<file path="src/rtl/lcd_pkg.sv">
// rtl/lcd_pkg.sv - shared types, panel timing sets and colour constants for the LCD timing generator
package lcd_pkg;

  typedef enum logic {
    ST_IDLE = 1'b0,
    ST_RUN  = 1'b1
  } lcd_state_e;

  typedef struct packed {
    logic [10:0] h_sync;
    logic [10:0] h_back;
    logic [10:0] h_disp;
    logic [10:0] h_front;
    logic [10:0] v_sync;
    logic [10:0] v_back;
    logic [10:0] v_disp;
    logic [10:0] v_front;
  } lcd_timing_t;

  // 4.3" 480x272 panel (the fixed timing of the previous driver)
  localparam lcd_timing_t LCD_TIMING_4P3 = '{
    h_sync: 11'd41, h_back: 11'd2,  h_disp: 11'd480, h_front: 11'd2,
    v_sync: 11'd10, v_back: 11'd2,  v_disp: 11'd272, v_front: 11'd2
  };

  // 7" 800x480 panel
  localparam lcd_timing_t LCD_TIMING_7P0 = '{
    h_sync: 11'd128, h_back: 11'd88, h_disp: 11'd800, h_front: 11'd40,
    v_sync: 11'd2,   v_back: 11'd33, v_disp: 11'd480, v_front: 11'd10
  };

  localparam logic [23:0] WHITE   = 24'hFFFFFF;
  localparam logic [23:0] YELLOW  = 24'hFFFF00;
  localparam logic [23:0] CYAN    = 24'h00FFFF;
  localparam logic [23:0] GREEN   = 24'h00FF00;
  localparam logic [23:0] MAGENTA = 24'hFF00FF;
  localparam logic [23:0] RED     = 24'hFF0000;
  localparam logic [23:0] BLUE    = 24'h0000FF;
  localparam logic [23:0] BLACK   = 24'h000000;

  // MSB replication keeps full-scale 565 values at full-scale 888
  function automatic logic [23:0] expand_565(input logic [15:0] d);
    return {d[15:11], d[15:13], d[10:5], d[10:9], d[4:0], d[4:2]};
  endfunction

endpackage

</file>
<file path="src/rtl/lcd_pattern_gen.sv">
// rtl/lcd_pattern_gen.sv - eight vertical colour bars, bar position restarted at every line start
module lcd_pattern_gen
  import lcd_pkg::*;
#(
  parameter int H_DISP = 480,
  parameter int CNT_W  = 11
) (
  input  logic        lcd_pclk,
  input  logic        rst_n,
  input  logic        line_start,
  input  logic        pix_en,
  output logic [23:0] bar_rgb
);

  localparam int BAR_W = H_DISP / 8;
  localparam logic [CNT_W-1:0] BAR_LAST = CNT_W'(BAR_W - 1);

  if (BAR_W < 1) begin : g_err_bar
    $error("lcd_pattern_gen: H_DISP must be at least 8");
  end

  logic [CNT_W-1:0] bar_cnt;
  logic [2:0]       bar_idx;

  // The last bar never advances, so it absorbs the H_DISP % 8 remainder
  always_ff @(posedge lcd_pclk or negedge rst_n) begin
    if (!rst_n) begin
      bar_cnt <= '0;
      bar_idx <= '0;
    end else if (line_start) begin
      bar_cnt <= '0;
      bar_idx <= '0;
    end else if (pix_en && (bar_idx != 3'd7)) begin
      if (bar_cnt == BAR_LAST) begin
        bar_cnt <= '0;
        bar_idx <= bar_idx + 3'd1;
      end else begin
        bar_cnt <= bar_cnt + 1'b1;
      end
    end
  end

  always_comb begin
    bar_rgb = BLACK;
    case (bar_idx)
      3'd0:    bar_rgb = WHITE;
      3'd1:    bar_rgb = YELLOW;
      3'd2:    bar_rgb = CYAN;
      3'd3:    bar_rgb = GREEN;
      3'd4:    bar_rgb = MAGENTA;
      3'd5:    bar_rgb = RED;
      3'd6:    bar_rgb = BLUE;
      default: bar_rgb = BLACK;
    endcase
  end

endmodule

</file>
<file path="src/rtl/lcd_timing_gen.sv">
// rtl/lcd_timing_gen.sv - parametrised RGB parallel-LCD timing generator and pixel formatter
// Define LCD_TEST_PATTERN_EN to add the pat_sel input and the colour-bar source.
module lcd_timing_gen
  import lcd_pkg::*;
#(
  parameter int H_SYNC  = int'(LCD_TIMING_4P3.h_sync),
  parameter int H_BACK  = int'(LCD_TIMING_4P3.h_back),
  parameter int H_DISP  = int'(LCD_TIMING_4P3.h_disp),
  parameter int H_FRONT = int'(LCD_TIMING_4P3.h_front),
  parameter int V_SYNC  = int'(LCD_TIMING_4P3.v_sync),
  parameter int V_BACK  = int'(LCD_TIMING_4P3.v_back),
  parameter int V_DISP  = int'(LCD_TIMING_4P3.v_disp),
  parameter int V_FRONT = int'(LCD_TIMING_4P3.v_front),
  parameter int CNT_W   = 11,
  parameter int REQ_LAT = 1,
  parameter bit HS_POL  = 1'b0,
  parameter bit VS_POL  = 1'b0
) (
  input  logic             lcd_pclk,
  input  logic             rst_n,
  input  logic             en,
  input  logic             fmt_565,
`ifdef LCD_TEST_PATTERN_EN
  input  logic             pat_sel,
`endif
  input  logic [23:0]      data_in,
  output logic             data_req,
  output logic [CNT_W-1:0] pixel_x,
  output logic [CNT_W-1:0] pixel_y,
  output logic             lcd_clk,
  output logic             lcd_hs,
  output logic             lcd_vs,
  output logic             lcd_de,
  output logic [23:0]      lcd_rgb,
  output logic             frame_start
);

  localparam int H_TOTAL = H_SYNC + H_BACK + H_DISP + H_FRONT;
  localparam int V_TOTAL = V_SYNC + V_BACK + V_DISP + V_FRONT;
  localparam int HA      = H_SYNC + H_BACK;
  localparam int VA      = V_SYNC + V_BACK;

  if (REQ_LAT < 0 || REQ_LAT > 4) begin : g_err_lat
    $error("lcd_timing_gen: REQ_LAT must be in 0..4");
  end
  if (REQ_LAT > HA) begin : g_err_lat_ha
    $error("lcd_timing_gen: REQ_LAT exceeds H_SYNC+H_BACK");
  end
  if (H_TOTAL >= (1 << CNT_W) || V_TOTAL >= (1 << CNT_W)) begin : g_err_cnt
    $error("lcd_timing_gen: totals do not fit in CNT_W bits");
  end

  localparam logic [CNT_W-1:0] H_LAST    = CNT_W'(H_TOTAL - 1);
  localparam logic [CNT_W-1:0] V_LAST    = CNT_W'(V_TOTAL - 1);
  localparam logic [CNT_W-1:0] HS_END    = CNT_W'(H_SYNC);
  localparam logic [CNT_W-1:0] VS_END    = CNT_W'(V_SYNC);
  localparam logic [CNT_W-1:0] DE_H_BEG  = CNT_W'(HA);
  localparam logic [CNT_W-1:0] DE_H_END  = CNT_W'(HA + H_DISP);
  localparam logic [CNT_W-1:0] REQ_H_BEG = CNT_W'(HA - REQ_LAT);
  localparam logic [CNT_W-1:0] REQ_H_END = CNT_W'(HA - REQ_LAT + H_DISP);
  localparam logic [CNT_W-1:0] DE_V_BEG  = CNT_W'(VA);
  localparam logic [CNT_W-1:0] DE_V_END  = CNT_W'(VA + V_DISP);

  lcd_state_e       state;
  logic [CNT_W-1:0] h_cnt;
  logic [CNT_W-1:0] v_cnt;

  logic h_last, v_last;
  assign h_last = (h_cnt == H_LAST);
  assign v_last = (v_cnt == V_LAST);

  // en is only honoured on the last cycle of a frame, so frames are never truncated
  always_ff @(posedge lcd_pclk or negedge rst_n) begin
    if (!rst_n) begin
      state <= ST_IDLE;
      h_cnt <= '0;
      v_cnt <= '0;
    end else begin
      case (state)
        ST_IDLE: begin
          h_cnt <= '0;
          v_cnt <= '0;
          if (en) state <= ST_RUN;
        end
        ST_RUN: begin
          if (h_last) begin
            h_cnt <= '0;
            if (v_last) begin
              v_cnt <= '0;
              if (!en) state <= ST_IDLE;
            end else begin
              v_cnt <= v_cnt + 1'b1;
            end
          end else begin
            h_cnt <= h_cnt + 1'b1;
          end
        end
        default: state <= ST_IDLE;
      endcase
    end
  end

  logic run, v_win, de_now, req_now, hs_now, vs_now, fs_now;
  assign run     = (state == ST_RUN);
  assign v_win   = (v_cnt >= DE_V_BEG) && (v_cnt < DE_V_END);
  assign de_now  = run && v_win && (h_cnt >= DE_H_BEG) && (h_cnt < DE_H_END);
  assign req_now = run && v_win && (h_cnt >= REQ_H_BEG) && (h_cnt < REQ_H_END);
  assign hs_now  = run && (h_cnt < HS_END);
  assign vs_now  = run && (v_cnt < VS_END);
  assign fs_now  = run && (h_cnt == '0) && (v_cnt == '0);

  // Requests lead the display window by REQ_LAT so the source latency is hidden
  assign data_req = req_now;
  assign pixel_x  = req_now ? (h_cnt - REQ_H_BEG) : '0;
  assign pixel_y  = req_now ? (v_cnt - DE_V_BEG) : '0;
  assign lcd_clk  = lcd_pclk;

  logic [23:0] fmt_pix, src_pix;
  assign fmt_pix = fmt_565 ? expand_565(data_in[15:0]) : data_in;

`ifdef LCD_TEST_PATTERN_EN
  logic        pat_q;
  logic [23:0] bar_rgb;

  always_ff @(posedge lcd_pclk or negedge rst_n) begin
    if (!rst_n)      pat_q <= 1'b0;
    else if (fs_now) pat_q <= pat_sel;
  end

  lcd_pattern_gen #(
    .H_DISP (H_DISP),
    .CNT_W  (CNT_W)
  ) u_pattern (
    .lcd_pclk   (lcd_pclk),
    .rst_n      (rst_n),
    .line_start (h_cnt == '0),
    .pix_en     (de_now),
    .bar_rgb    (bar_rgb)
  );

  assign src_pix = pat_q ? bar_rgb : fmt_pix;
`else
  assign src_pix = fmt_pix;
`endif

  always_ff @(posedge lcd_pclk or negedge rst_n) begin
    if (!rst_n) begin
      lcd_hs      <= ~HS_POL;
      lcd_vs      <= ~VS_POL;
      lcd_de      <= 1'b0;
      lcd_rgb     <= '0;
      frame_start <= 1'b0;
    end else begin
      lcd_hs      <= hs_now ? HS_POL : ~HS_POL;
      lcd_vs      <= vs_now ? VS_POL : ~VS_POL;
      lcd_de      <= de_now;
      lcd_rgb     <= de_now ? src_pix : '0;
      frame_start <= fs_now;
    end
  end

endmodule

</file>
<file path="config.mk">
export PLATFORM = sky130hd
export DESIGN_NAME = lcd_timing_gen
export DESIGN_NICKNAME = d
export VERILOG_FILES = /design/src/rtl/lcd_pkg.sv /design/src/rtl/lcd_pattern_gen.sv /design/src/rtl/lcd_timing_gen.sv
export SDC_FILE = /design/constraint.sdc
export NUM_CORES = 1
export LEC_CHECK = 0
export ABC_AREA = 0
export CAP_MARGIN = 10
export CORE_MARGIN = 2
export CORE_UTILIZATION = 40
export CTS_BUF_LIST = sky130_fd_sc_hd__clkbuf_4 sky130_fd_sc_hd__clkbuf_8 sky130_fd_sc_hd__clkbuf_16
export DETAILED_ROUTE_END_ITERATION = 8
export PLACE_DENSITY = 0.76
export SLEW_MARGIN = 20
export SYNTH_ARGS = -nofsm -noshare
export SYNTH_HDL_FRONTEND = slang
export SYNTH_SLANG_ARGS = --single-unit
export TNS_END_PERCENT = 10
</file>
<file path="constraint.sdc">
create_clock -name lcd_pclk -period 2.4 [get_ports lcd_pclk]
set_clock_uncertainty 0.1 [all_clocks]
set_input_delay 0.48 -clock lcd_pclk [delete_from_list [all_inputs] [get_ports lcd_pclk]]
set_output_delay 0.48 -clock lcd_pclk [all_outputs]
set_load 0.02 [all_outputs]
</file>
**Word level (Yosys, flattened, before mapping)**

Cells that the tools add are included.
Widths: inputs -> output; s select.

- Add/subtract/negate cells: 4
- Magnitude comparators: 8
- Equal/unequal tests: 3
- Multiplexer cells: 15
- Bitwise operators: 1
- Reductions and logical operators: 12

Operators with widths:

| kind | count |
|---|---|
| $mux 11 | 5 |
| $mux 24 | 2 |
| $pmux 11 s2 | 2 |
| $add 11x1->11 const B | 2 |
| $ge 11x6->1 const B | 2 |
| $logic_not 11->1 | 2 |
| $lt 11x10->1 const B | 2 |
| $eq 11x10->1 const B | 1 |
| $eq 11x9->1 const B | 1 |
| $ge 11x4->1 const B | 1 |
| $lt 11x4->1 const B | 1 |
| $lt 11x6->1 const B | 1 |
| $lt 11x9->1 const B | 1 |
| $sub 11x4->11 const B | 1 |
| $sub 11x6->11 const B | 1 |
| $logic_and 1x1->1 | 10 |
| $mux 1 | 5 |
| $ne 2x1->1 const B | 1 |
| $pmux 1 s2 | 1 |
| $not 1->1 | 1 |

- Flip-flop bits (word level): 51
- Input port bits: 28
- Output and inout port bits: 52
- Word-level logic and storage cells: 51

**Depth between registers and ports, before layout**

- Depth in word-level cells: 6
- Mapped depth: 8
- Depth with buffers taken out: 6

==> results.toml <==
[status]
status = "complete, but fails checks"
violations = "negative setup slack"

[logic_synthesis]
synth_cell_types = 50
synth_top_family_by_area = "simple AND/OR/NAND/NOR gates"
synth_top_cell_by_area = "dfrtp_1"
syn_area_per_cell_um2 = 9.24
synthXorXnorAreaFrac_pct = 5.15
yosys_register_bits = 51
ys.flop_type = "dfrtp_1"
synth_top_area_share_pct = 40.1
syn_area_um2 = 3060
synth_area_leaders = "dfrtp_1 40%, mux2i_1 8.5%, nor3_1 6.2%"
synth_edf_count = 0
synth_warnings = 0
async_reset_ff_share_pct = 100
syn_nets = 370
synth-compound-area-share_pct = 9.78
yosys.area_share.adder_pct = 4.50
synthMuxAreaShare_pct = 8.51
synthSimpleGateAreaFrac_pct = 24.8
synthCells = 331
yosysSeqAreaShare_pct = 41.8

[final_layout]
antennaDiodeCount = 0
n_fill_cell = 488
nets = 515
fin_cells = 576
layout-drive-gt1-share_pct = 35.6
utilization_pct = 70.4
syn2layout_area_growth_pct = 68.6

[route]
viasPerCell = 5.71
dr.first_iter.drc_count = 289
wl_mm = 10.7
route.detailed.wl_per_inst_um = 18.6
vias = 3290
first_pass_iters = 5
drcViolationCount = 0
ant_nets = 0

[sta]
clock.fmax_mhz = 332
worstMarginPinSlew_ns = 0.463
post-route-period-util_pct = 126
setup_slack_ns = -0.613
rsz0062_at_grt = "true"
relSlewSlack_pct = 69.0
setup_violations = 24
hold_viol = 0
maxSlewViolCount = 0
fin_crit_ns = 3.01

[worst_setup_path]
path_delay_family = "simple AND/OR/NAND/NOR gates"
arrival_ns = 2.43
crit_buf_inv = 3
crit_chain = "ha_2 -> or3b_4 -> a31oi_4 -> nand4b_1 -> buf_6 -> buf_8 -> nor4_4 -> buf_4"
startpoint_type = "flop"
worst_setup_path_end_kind = "output port"
path_class = "flop to output port"
crit_slowest_cell = "dfrtp_1"
cpPeakStageDelay_ns = 0.39
worstPathRequired_ns = 1.82
crit_fanout = 6

[min_path]
hold_class = "input port to async pin"

[placement]
port_buffers = 79
hpwl_mm = 7.30
placed_cells = 549
place.gp.congestion = 0.903

[global_route]
grt_pass1_vias = 3389
grt_max_degree = 25
antenna_found_initial = 0
grt_usage_pct = 26.1
grt_first_pass_wirelength_mm = 17.4
grt_overflow = 0

[power_and_ir_drop]
p_leak_uw = 0.00226
p_per_area_nw_per_um2 = 353
irDropWorstVdd_uv = 321

[floorplan]
core_area_um2 = 7330
chipHeight_um = 91.5
chipWidth_um = 91.5
start_util_pct = 41.7
dieArea_um2 = 8360
rows = 31
io_pins = 80

[job]
drv_cap = 0

[clock_tree]
cts_tree = "yes"
clkTransAtPathRegs_ns = 0.10
clk_latency_ns = 0.41
==> worst paths after layout <==
check	start	end	slack, ns	cells after the start
worst max-delay path	v_cnt[2]	pixel_y[4]	-0.61	8
worst min-delay path	rst_n	v_cnt[9]	0.40	2
worst max register to register	h_cnt[7]	v_cnt[6]	-0.01	5
worst min register to register	v_cnt[10]	v_cnt[10]	0.47	2
max in group asynchronous	rst_n	lcd_hs	1.15	3
min in group lcd_pclk	v_cnt[10]	v_cnt[10]	0.47	2
==> Yosys cell counts, types with 3 or more instances <==
master     number
dfrtp_1        49
inv_1          11
nor3_1         38
a21oi_1         7
and3_1          5
xnor2_1         7
nand4_1         8
nand2b_1        3
nand3_1         8
mux2i_1        26
nor4_1         14
clkbuf_1       26
o21ai_0         8
nand2_1        18
o2bb2ai_1       3
or3_1           8
ha_1           11
nor2_1         21
xor2_1         11
o31ai_1         4
or3b_2          3
==> routing by layer <==
| layer | GRT usage, % | wire length (um) | up-vias |
|---|---|---|---|
| li1 | - | - | 1486 |
| met1 | 32.0 | 4140 | 1587 |
| met2 | 43.1 | 5240 | 184 |
| met3 | 7.97 | 984 | 33 |
| met4 | 9.47 | 325 | 0 |
| met5 | 0 | 0 | - |
==> final cells by class <==
class,instances,area (um^2),share of cell area (%)
clock buffers,10,138,2.67
clock inverters,2,38.8,0.752
inverters,11,41.3,0.800
multi-input cells,239,1980,38.4
flip-flops and latches,51,1280,24.8
well taps,99,124,2.40
repair buffers,164,1550,30.1
==> logic make-up after synthesis <==
family / Yosys count
AO/OA/AOI/OAI: 43
XOR/XNOR: 18
adder cells (fa/ha/maj): 11
buffers and inverters: 41
flip-flops: 51
multiplexers: 26
AND/OR/NAND/NOR: 141
==> sequential cells by signal, summed over array words and instances, names as in the netlist <==
| name | cells |
|---|---|
| v_cnt | 11 |
| lcd_hs | 1 |
| frame_start | 1 |
| lcd_rgb | 24 |
| lcd_de | 1 |
| run | 1 |
| lcd_vs | 1 |
| h_cnt | 11 |
==> worst reg2reg max path, cell delays in order, from the launching register on <==
cell     delay, ns
dfrtp_2       0.47
or3_4         0.37
buf_4         0.16
or4_4         0.57
or4_1         0.53
o21ai_1       0.13
==> placed cells by master (no fill, tap or decap), types with 8 or more instances in the layout <==
master and n:
nor3_1 23, mux2i_1 26, nand4_1 8, clkbuf_8 10
buf_6 22, inv_1 10, nor2_1 18, nor3_4 12
xor2_1 11, buf_4 79, nand2_1 18, clkdlybuf4s50_1 54
ha_1 9, dfrtp_1 48
==> report_power, final <==
part           internal (uW)  total (uW)  switching [uW]
Sequential               859         859               0
Clock                    487         853             366
Combinational           61.0         110            49.5
Total                   1410        1820             415
==> per-stage QoR <==
stage / power (uW) / setup slack, ns / area [um^2] / setup TNS (ns) / hold WS, ns
4_1_cts: 1830 / -0.597 / 5100 / -12.21 / 0.413
5_1_grt: 1870 / -0.686 / 5160 / -13.98 / 0.435
3_3_place_gp: 1040 / -0.706 / 4680 / -13.46 / 0.318
3_5_place_dp: 1040 / -0.698 / 4680 / -14.04 / 0.320
2_1_floorplan: 959 / -0.272 / 3370 / -5.47 / 0.0844
6_report: 1820 / -0.613 / 5160 / -12.63 / 0.399
==> what timing repair did <==
item,in CTS,in global routing
pin swaps,27,10
hold endpoints to repair,12,0
gates resized for setup,159,7
cloned,3,0
setup endpoints to repair,25,49
setup buffers,9,3
hold buffers,1,0
No activity file was read; power rests on OpenSTA's default activity.
